## src/rtl/sram_pkg.sv

```systemverilog
// Shared types for the SRAM array controller: FSM state encoding.
package sram_pkg;

    localparam logic [1:0] StIdleEnc      = 2'd0;
    localparam logic [1:0] StPrechargeEnc = 2'd1;
    localparam logic [1:0] StAccessEnc    = 2'd2;
    localparam logic [1:0] StDoneEnc      = 2'd3;

    typedef enum logic [1:0] {
        StIdle      = StIdleEnc,
        StPrecharge = StPrechargeEnc,
        StAccess    = StAccessEnc,
        StDone      = StDoneEnc
    } sram_state_e;

endpackage

```

## src/rtl/sram_row_decoder.sv

```systemverilog
// One-hot wordline decoder; all lines low when disabled or the address is past DEPTH.
module sram_row_decoder #(
    parameter int unsigned DEPTH = 16,
    localparam int unsigned AW = $clog2(DEPTH)
) (
    input  logic [AW-1:0]    addr,
    input  logic             en,
    output logic [DEPTH-1:0] wl
);

    // Comparing against every row index leaves out-of-range addresses with no match.
    always_comb begin
        wl = '0;
        for (int i = 0; i < DEPTH; i++) begin
            wl[i] = en && (addr == i[AW-1:0]);
        end
    end

endmodule

```

## src/rtl/sram_array_ctrl.sv

```systemverilog
// Four-phase SRAM array controller: precharge, wordline access, then a one-cycle done/response.
module sram_array_ctrl
    import sram_pkg::*;
#(
    parameter int unsigned WIDTH = 8,
    parameter int unsigned DEPTH = 16,
    localparam int unsigned AW = $clog2(DEPTH)
) (
    input  logic             clk,
    input  logic             rst,
    input  logic             req,
    input  logic             we,
    input  logic [AW-1:0]    addr,
    input  logic [WIDTH-1:0] wdata,
    input  logic [WIDTH-1:0] wmask,
    output logic             ready,
    output logic             rvalid,
    output logic [WIDTH-1:0] rdata,
    output logic             err,
    output logic [DEPTH-1:0] wl
);

    localparam logic [AW:0] DepthW = (AW + 1)'(DEPTH);

    sram_state_e state_q, state_d;

    logic [AW-1:0]    addr_q;
    logic             we_q;
    logic [WIDTH-1:0] wdata_q;
    logic [WIDTH-1:0] wmask_q;

    logic             rvalid_q, rvalid_d;
    logic             err_q, err_d;
    logic [WIDTH-1:0] rdata_q, rdata_d;

    logic [WIDTH-1:0] mem [DEPTH];

    logic in_range;
    logic wr_en;

    assign in_range = ({1'b0, addr_q} < DepthW);

    always_comb begin
        state_d = state_q;
        case (state_q)
            StIdle:      if (req) state_d = StPrecharge;
            StPrecharge: state_d = StAccess;
            StAccess:    state_d = StDone;
            StDone:      state_d = StIdle;
            default:     state_d = StIdle;
        endcase
    end

    always_comb begin
        rvalid_d = 1'b0;
        err_d    = 1'b0;
        rdata_d  = rdata_q;
        wr_en    = 1'b0;
        if (state_q == StAccess) begin
            err_d = !in_range;
            if (we_q) begin
                wr_en = in_range;
            end else begin
                rvalid_d = 1'b1;
                rdata_d  = in_range ? mem[addr_q] : '0;
            end
        end
    end

    always_ff @(posedge clk) begin
        if (rst) begin
            state_q  <= StIdle;
            addr_q   <= '0;
            we_q     <= 1'b0;
            wdata_q  <= '0;
            wmask_q  <= '0;
            rvalid_q <= 1'b0;
            err_q    <= 1'b0;
            rdata_q  <= '0;
        end else begin
            state_q  <= state_d;
            rvalid_q <= rvalid_d;
            err_q    <= err_d;
            rdata_q  <= rdata_d;
            if (state_q == StIdle && req) begin
                addr_q  <= addr;
                we_q    <= we;
                wdata_q <= wdata;
                wmask_q <= wmask;
            end
        end
    end

    // Array has no reset; a reset landing on the ACCESS cycle suppresses the commit.
    always_ff @(posedge clk) begin
        if (!rst && wr_en) begin
            mem[addr_q] <= (mem[addr_q] & ~wmask_q) | (wdata_q & wmask_q);
        end
    end

    sram_row_decoder #(
        .DEPTH(DEPTH)
    ) u_row_decoder (
        .addr(addr_q),
        .en  (state_q == StAccess),
        .wl  (wl)
    );

    assign ready  = (state_q == StIdle);
    assign rvalid = rvalid_q;
    assign err    = err_q;
    assign rdata  = rdata_q;

endmodule

```

## config.mk

```make
export PLATFORM = sky130hd
export DESIGN_NAME = sram_array_ctrl
export DESIGN_NICKNAME = d
export VERILOG_FILES = /design/src/rtl/sram_pkg.sv /design/src/rtl/sram_row_decoder.sv /design/src/rtl/sram_array_ctrl.sv
export SDC_FILE = /design/constraint.sdc
export NUM_CORES = 1
export LEC_CHECK = 0
export CORE_UTILIZATION = 35
export CTS_CLUSTER_DIAMETER = 30
export DETAILED_ROUTE_END_ITERATION = 8
export PLACE_DENSITY = 0.49
export SETUP_SLACK_MARGIN = 0.5
export SYNTH_ARGS = -nofsm -noshare
export SYNTH_HDL_FRONTEND = slang
export SYNTH_SLANG_ARGS = --single-unit
```

## constraint.sdc

```tcl
create_clock -name clk -period 5.1 [get_ports clk]
set_input_delay 0.765 -clock clk [delete_from_list [all_inputs] [get_ports clk]]
set_output_delay 0.765 -clock clk [all_outputs]
set_load 0.005 [all_outputs]
```

After elaboration in Yosys (flattened, before gate mapping)
Memories as Yosys holds them, arrays and structs flattened. A register that Yosys moved wholly into a read port is not among the register bits.
Cells that the tools add are included.
- add/subtract/negate cells: 0
- multipliers: 0
- divide/modulo/power cells: 0
- order comparisons: 0
- eq/ne operators: 19
- shifts and indexed selects: 0
- muxes and demuxes: 9
- bitwise logic cells: 6
- reduce and logical (&&, ||, !) cells: 23
- operator list (operator ; number):
    $eq A4 B4 Y1 const B ; 8
    $logic_and A1 B1 Y1 ; 18
    $and A8 B8 Y8 ; 2
    $eq A4 B3 Y1 const B ; 4
    $eq A4 B2 Y1 const B ; 2
    $mux W4 ; 2
    $not A8 Y8 ; 1
    $or A8 B8 Y8 ; 1
    $pmux W2 S4 ; 1
    $mux W1 ; 5
    $eq A2 B2 Y1 const B ; 2
    $eq A4 B1 Y1 const B ; 1
    $logic_not A4 Y1 ; 1
    $eq A2 B1 Y1 const B ; 1
    $logic_not A2 Y1 ; 1
    $mux W2 ; 1
    $ne A2 B2 Y1 const B ; 1
    $not A1 Y1 ; 2
    $reduce_and A2 Y1 ; 1
    $reduce_or A2 Y1 ; 1
    $logic_not A1 Y1 ; 1
- flip-flop bits (word level): 32
- bits in latches: 0
- memory bits (writable): 128
- ROM bits: 0
- output and inout port bits: 27
- word-level logic and storage cells: 65
- memories: 1
- memory list (memory ; words ; bits a word ; rd ports ; clocked after Yosys merged registers in ; write ports ; line ; text):
    mem ; 16 ; 8 ; 1 ; 1 ; 1 ; sram_array_ctrl.sv:36 ; logic [WIDTH-1:0] mem [DEPTH];

Longest topological paths before layout
Gate-level depths: netlist (run 1).
- depth after elaboration: 5
- gate-level depth with buffers: 7

Cells and area by module
A second synthesis (run 1) with hierarchy kept.
- cells, all modules: 421
- area, all modules: 6498.7 um^2
- modules (own cells, without submodules) (module ; instances ; cells each ; area an instance (um^2) ; seq. area each (um^2)):
    sram_array_ctrl ; 1 ; 398 ; 6381.1 ; 4564.4
    sram_row_decoder ; 1 ; 23 ; 117.6 ; 0.0

Worst setup path after synthesis (run 1)
Ideal clock, no wire load.
- path type: input port to flip-flop
- from: input rst
- to: memory mem[4][0] (enable)
- setup time: 0.383 ns
- arrival time: 1.943 ns
- slack: 2.773 ns
- stages on the path: 3
- path buffers: 1
- cells stage by stage: clkbuf_1 -> or3b_1 -> nor3_1
- longest elaborated chain between the ends: 4
- ends and longest elaborated chain (item ; line ; text):
    start, declared ; sram_array_ctrl.sv:10 ; input logic rst,
    $logic_not A1 Y1 ; sram_array_ctrl.sv:96 ; if (!rst && wr_en) begin
    $logic_and A1 B1 Y1 ; sram_array_ctrl.sv:96 ;
    $mux W1 ; sram_array_ctrl.sv:96 ;
    $mux W1 (not written as such) ; sram_array_ctrl.sv:97 ; mem[addr_q] <= (mem[addr_q] & ~wmask_q) | (wdata_q & wmask_q);
    end, declared ; sram_array_ctrl.sv:36 ;
No other way between the ends.

Worst setup path after layout (run 1)
- from: register state_q[0]
- to: output wl[3]
- longest elaborated chain between the ends: 2
- ends and longest elaborated chain (item ; line ; text):
    start, declared ; sram_array_ctrl.sv:25 ; sram_state_e state_q, state_d;
    start signal, assigned ; sram_array_ctrl.sv:72 ; state_q <= StIdle;
    start signal, assigned ; sram_array_ctrl.sv:81 ; state_q <= state_d;
    $eq A2 B2 Y1 ; sram_array_ctrl.sv:105 ; .en (state_q == StAccess),
    $logic_and A1 B1 Y1 ; sram_row_decoder.sv:15 ; wl[i] = en && (addr == i[AW-1:0]);
    end, declared ; sram_array_ctrl.sv:20 ; output logic [DEPTH-1:0] wl
No other way between the ends.

==> results of run 1 <==
-- power by group through the flow --
| stage | combinational, uW | clock, uW | sequential, uW |
|---|---|---|---|
| 6_report | 686 | 1200 | 1680 |
| 3_3_place_gp | 691 | 0 | 1710 |
| 5_1_grt | 757 | 1270 | 1690 |
| 2_1_floorplan | 436 | 0 | 1680 |
| 4_1_cts | 707 | 1220 | 1680 |
| 3_5_place_dp | 702 | 0 | 1710 |
-- cell type report --
| cell class | instances | share of cell area (%) |
|---|---|---|
| inverter | 2 | 0.09706 |
| sequential | 164 | 59.01 |
| clock inverter | 12 | 1.375 |
| clock buffer | 20 | 5.904 |
| timing repair buffer | 53 | 6.729 |
| tap | 229 | 3.704 |
| multi-input combinational | 233 | 23.18 |
-- through the flow --
| step | cell area (sq um) | instances | setup WS, ns | hold WS [ns] |
|---|---|---|---|---|
| CTS | 7735 | 713 | 1.965 | 0.4610 |
| global placement | 7172 | 681 | 1.971 | 0.4454 |
| finish | 7735 | 713 | 2.009 | 0.4573 |
| detailed placement | 7172 | 681 | 1.846 | 0.4521 |
| floorplan | 6492 | 424 | 2.773 | 0.4329 |
| global route | 7735 | 713 | 1.820 | 0.4850 |
-- routing by layer --
metal	track usage, %	up-vias	share of wire (%)
li1	-	1707	-
met5	0	-	0
met1	21.93	1829	45
met2	27.39	76	50
met4	6.032	0	1.4
met3	3.083	15	3.5
-- worst paths after layout --
kind	start	to	slack (ns)	depth (start not counted)
worst min register to register	wdata_q[2]$_SDFFE_PP0P_	wdata_q[2]$_SDFFE_PP0P_	0.46	2
worst min-delay path	wdata_q[2]$_SDFFE_PP0P_	wdata_q[2]$_SDFFE_PP0P_	0.46	2
worst max register to register	state_q[0]$_SDFFE_PP0P_	mem[4][1]$_DFFE_PP_	2.37	5
worst max-delay path	state_q[0]$_SDFFE_PP0P_	wl[3]	2.01	5
-- worst max-delay path, stage by stage (launching register included) --
cell and delay (ns):
dfxtp_1 0.30, inv_1 0.11, ha_1 0.34, nand3_1 0.36
nor3_1 0.25, clkdlybuf4s50_1 0.54
-- registers in the layout, indices dropped and copies added, names as in the netlist, named ones only --
register,cells
addr_q,4
mem,128
rdata,8
rvalid,1
state_q,2
wdata_q,8
we_q,1
wmask_q,8
-- placed cells by master (no fill, tap or decap), types with 15 or more instances in the layout --
cell type,synthesis,layout
nor2_1,38,38
mux2_2,24,24
a21oi_1,21,21
edfxtp_1,128,128
mux4_2,18,18
clkbuf_16,0,17
dfxtp_1,36,36
nor3_1,15,15
clkdlybuf4s50_1,0,49
nand2_1,48,48
-- cells by family (layout without fill, tap and decap cells) --
family	count (synthesis)	in the layout	share of synthesized area, %
other	1	1	0.05776
and+or+nand+nor	118	118	7.863
DFF	164	164	70.30
adders and majority gates	3	3	0.5782
muxes	49	49	12.99
AOI/OAI and AO/OA	62	62	6.129
buffers and inverters	27	87	2.081
==> metrics, run 1 <==
status finished with violations; failing checks design-rule violations; Initial DRC Count 266; worst skew pair latency 0.42 ns; syn_nets 451; Critical Path Source Type flop; Post-Syn Area around 0.0065 sq mm; Sw Share 27.90%; RSZ-0062 raised after global routing no; CP required 4.34 ns; clock skew 0.008902 ns; Synth area leaders edfxtp_1, dfxtp_1, mux4_2; Post-synth ARST share 0%; count leader, synth edfxtp_1; first-pass GRT wire length around 23000 um; # diodes 0; CTS root buffer clkbuf_16; Tot Pwr 3569 uW; fin util 42.77%; cts hold-fix bufs 0; WS Path Type flop to output pin; initial antenna violation count 0; CTS buffer count 17; PortBufs 49; max_slew headroom 22.38%; largest net degree at the start of global routing 41; Flop pwr share 47.1%; Static Leakage ~0.0025 uW; clock sinks 164; Pint 2573 uW; Filler Cell Count approximately 1600; Area growth, synth to finish 19.14%; largest area contributor in the netlist edfxtp_1; hold crit path type flop to flop; number of global-route vias before repair 3707; Synth Warn # 0; cell row count 49; Final Wtd Congestion 0.7438; Sw Pwr 995.8 uW; fmax ~320 MHz; clock share of power 33.7%; antenna violation net count after detailed routing 0; top-area cell type share of the netlist area 59.20%; vias after detailed routing 3627; H-tree Lvls 4; Reg area roughly 0.0046 sq mm; routed wire length per instance 20.88 um; global route overflow 0; EDFF count, synth 128; final hold vios 0; register area share after synthesis between 70% and 80%; crit path max fanout 7; sum of negative setup slack 0 ns; fraction of layout instances using a drive strength above 1 16.12%; # IOs 51; drt pass-1 iters 7; drt via density 5.087; top post-synthesis cells by count edfxtp_1, nand2_1, nor2_1; # setup viols final 0; TritonCTS clock tree yes; Tot GR Track Use 16.58%; HPWL Detailed 9789 um; crit path DAT approximately 2.3 ns; Synth Flop Type edfxtp_1; Tcrit/Tclk final 60.61%; clock-pin slew on the worst setup and hold paths 0.06 ns; Syn Area/Cell 15.31 sq um; Final nets between 400 and 500; Worst Setup End Kind output pin; Slew Limit Fails 0; post-synthesis instance total 424; WL final between 10000 and 15000 um; combinational share of power about a fifth; CTS resizes 0; Multi-input gate area about 0.0018 sq mm; Core Box Area 0.01809 sq mm; maxcap violations 0; Clock Tree Buf Depth 2; Initial Util a little over a third; pwr dens 461.4 mW/mm^2; Yosys reg bits around 160; post-synthesis cell type count 33; Die Y between 100 and 150 um; Die ar. about 0.019 sq mm; Tmin final slightly above 3 ns; Die X 138.2 um; Slew @ Worst Pin 1.155 ns; Residual DRC 6; Post CTS Setup Buffer Count 0; VDD IR max 248.0 uV
Power figures use the tool's default switching activity.
==> inputs of run 2 (changes only) <==
Clock period 5.1 ns to 2.85 ns, I/O delays scaled along.
==> metrics, run 2 (same netlist as run 1, synthesis figures left out) <==
status finished with violations; failing checks design-rule violations; # setup viols final 0 (unchanged); Tcrit/Tclk final 80.62%; pre-CTS setup slack 0.6240 ns (-1.222 ns); H-tree Lvls 4 (unchanged); global route overflow 0 (unchanged); Final Wtd Congestion 0.7516 (+1.0%); M1 GR Usage 26.68% (+4.7 points); initial antenna violation count 0 (unchanged); Initial Util 35.90% (unchanged); maxcap violations 0 (unchanged); slowest stage delay, CP 0.52 ns (-0.02 ns); # diodes 0 (unchanged); CTS root buffer clkbuf_16; Die Y 138.2 um (unchanged); Residual DRC 6 (unchanged); met3 Resource Use GR 4.157% (+1.1 points); cts hold-fix bufs 0 (unchanged); pwr dens 801.1 mW/mm^2 (+74%); clock-pin slew on the worst setup and hold paths 0.06 ns (about the same); Worst Setup End Kind output pin; final hold vios 0 (unchanged); Final nets 528 (+6.0%); Area growth, synth to finish 24.51%; vias after detailed routing 3804 (+4.9%); Final Cell Area 0.008084 sq mm (+4.5%); number of global-route vias before repair 3924 (+5.9%); Die ar. 0.01910 sq mm (unchanged); Die X 138.2 um (unchanged); antenna violation net count after detailed routing 0 (unchanged); CP cell instances inv_2 > ha_4 > nand3b_1 > nor2_1 > clkdlybuf4s50_1; Clock Tree Buf Depth 2 (unchanged); GRT met2 Usage 27.71% (+0.32 points); CTS buffer count 17 (unchanged); buffer and inverter count on the worst path 2 (unchanged); fin worst setup slack 0.5523 ns (-1.457 ns); sum of negative setup slack 0 ns (unchanged); hold crit path type flop to flop; max_slew headroom 43.65% (+21 points); # IOs 51 (unchanged); Static Leakage 0.002809 uW (+14%); drt via density 5.120 (+0.65%); family with the most delay on the worst path buffers and inverters; global route hottest layer met2; WL final 16580 um (+11%); largest register by flop count mem; Slew Limit Fails 0 (unchanged); RSZ-0062 raised after global routing yes; crit path DAT 1.87 ns (-0.46 ns); Core Box Area 0.01809 sq mm (unchanged); HPWL Detailed 10600 um (+8.3%); Largest register FFs 128 (unchanged); fin util 44.70% (+1.9 points); fraction of layout instances using a drive strength above 1 23.74% (+7.6 points); clock skew 0.01343 ns (+0.004527 ns); most common cell after layout, fill and taps aside edfxtp_1; Critical Path Source Type flop; crit path max fanout 7 (unchanged); routed wire length per instance 22.31 um (+6.8%); slowest CP cell clkdlybuf4s50_1; most frequent cells in the layout edfxtp_1, nand2_1, clkdlybuf4s50_1; Tot GR Track Use 18.46% (+1.9 points); first-pass GRT wire length 24790 um (+9.5%); Tmin final ~2.3 ns; CP required 2.42 ns (-1.92 ns); clock sinks 164 (unchanged); Initial DRC Count 254 (-4.5%); cell row count 49 (unchanged); TritonCTS clock tree yes; PortBufs 49 (unchanged); Filler Cell Count 1625 (-0.31%); largest net degree at the start of global routing 41 (unchanged); drt pass-1 iters 6 (-1); Slew @ Worst Pin 0.8432 ns (-0.3121 ns); fmax 435.2 MHz; WS Path Type flop to output pin; VDD IR max 383.3 uV (+55%); DP Area 0.007400 sq mm (+3.2%); worst skew pair latency 0.41 ns (about the same)
run 2: cell count changes in the layout (fill, tap and decap cells not counted), sizes merged:
cell / change
bufinv: -1
clkbuf: +6
clkinv: -1
clkdlybuf4s50: -7
buf: +30
dlymetal6s2s: +7
clkinvlp: -4
run 2: what timing repair did:
| item | CTS | global route |
|---|---|---|
| setup endpoints to repair | 16 | 15 |
| setup buffers | 2 | 1 |
| pin swaps | 0 | 6 |
| gates resized for setup | 7 | 14 |
| hold endpoints to repair | 0 | 0 |
run 2: worst register-to-register path, stage by stage, from the launching register on:
cell     delay [ns]
dfxtp_1        0.36
buf_12         0.23
mux4_1         0.61
a22oi_1        0.24
o21ai_1        0.10
mux2_2         0.38
run 2: cell type report:
type                            count  area, sq um  area share, %
Timing Repair Buffer               83        788.3          9.751
Sequential cell                   164         4569          56.52
Clock inverter                      6        33.78         0.4179
Tap cell                          229        286.5          3.544
Inverter                            2        7.507        0.09286
Multi-Input combinational cell    233         1836          22.71
Clock buffer                       26        563.0          6.965
run 2: path summary, 6_finish.rpt:
check             depth (start not counted)                      end               startpoint  slack [ns]
setup reg to reg                          5      mem[4][1]$_DFFE_PP_                     flop        0.62
hold / removal                            2  wdata_q[4]$_SDFFE_PP0P_  wdata_q[4]$_SDFFE_PP0P_        0.46
hold reg to reg                           2  wdata_q[4]$_SDFFE_PP0P_  wdata_q[4]$_SDFFE_PP0P_        0.46
setup / recovery                          5                   wl[14]  state_q[0]$_SDFFE_PP0P_        0.55
run 2: metal layers:
layer,vias to the layer above,routed length [um]
li1,1762,-
met2,87,7490
met3,9,785
met5,-,0
met4,0,150
met1,1946,8154
run 2: metrics by stage:
stage	power (uW)	hold slack, ns	std cells
after floorplan	3785	0.4329	424
after global placement	4254	0.4417	708
after detailed placement	4288	0.4516	708
after CTS	6542	0.4666	742
after global routing	6765	0.4961	743
final	6476	0.4633	743
run 2: report_power, final:
part           switching [uW]  leakage (uW)  total, uW  internal (uW)
clock network             870      0.000298       2230           1360
logic                     715       0.00106       1230            517
registers                 106       0.00145       3010           2910
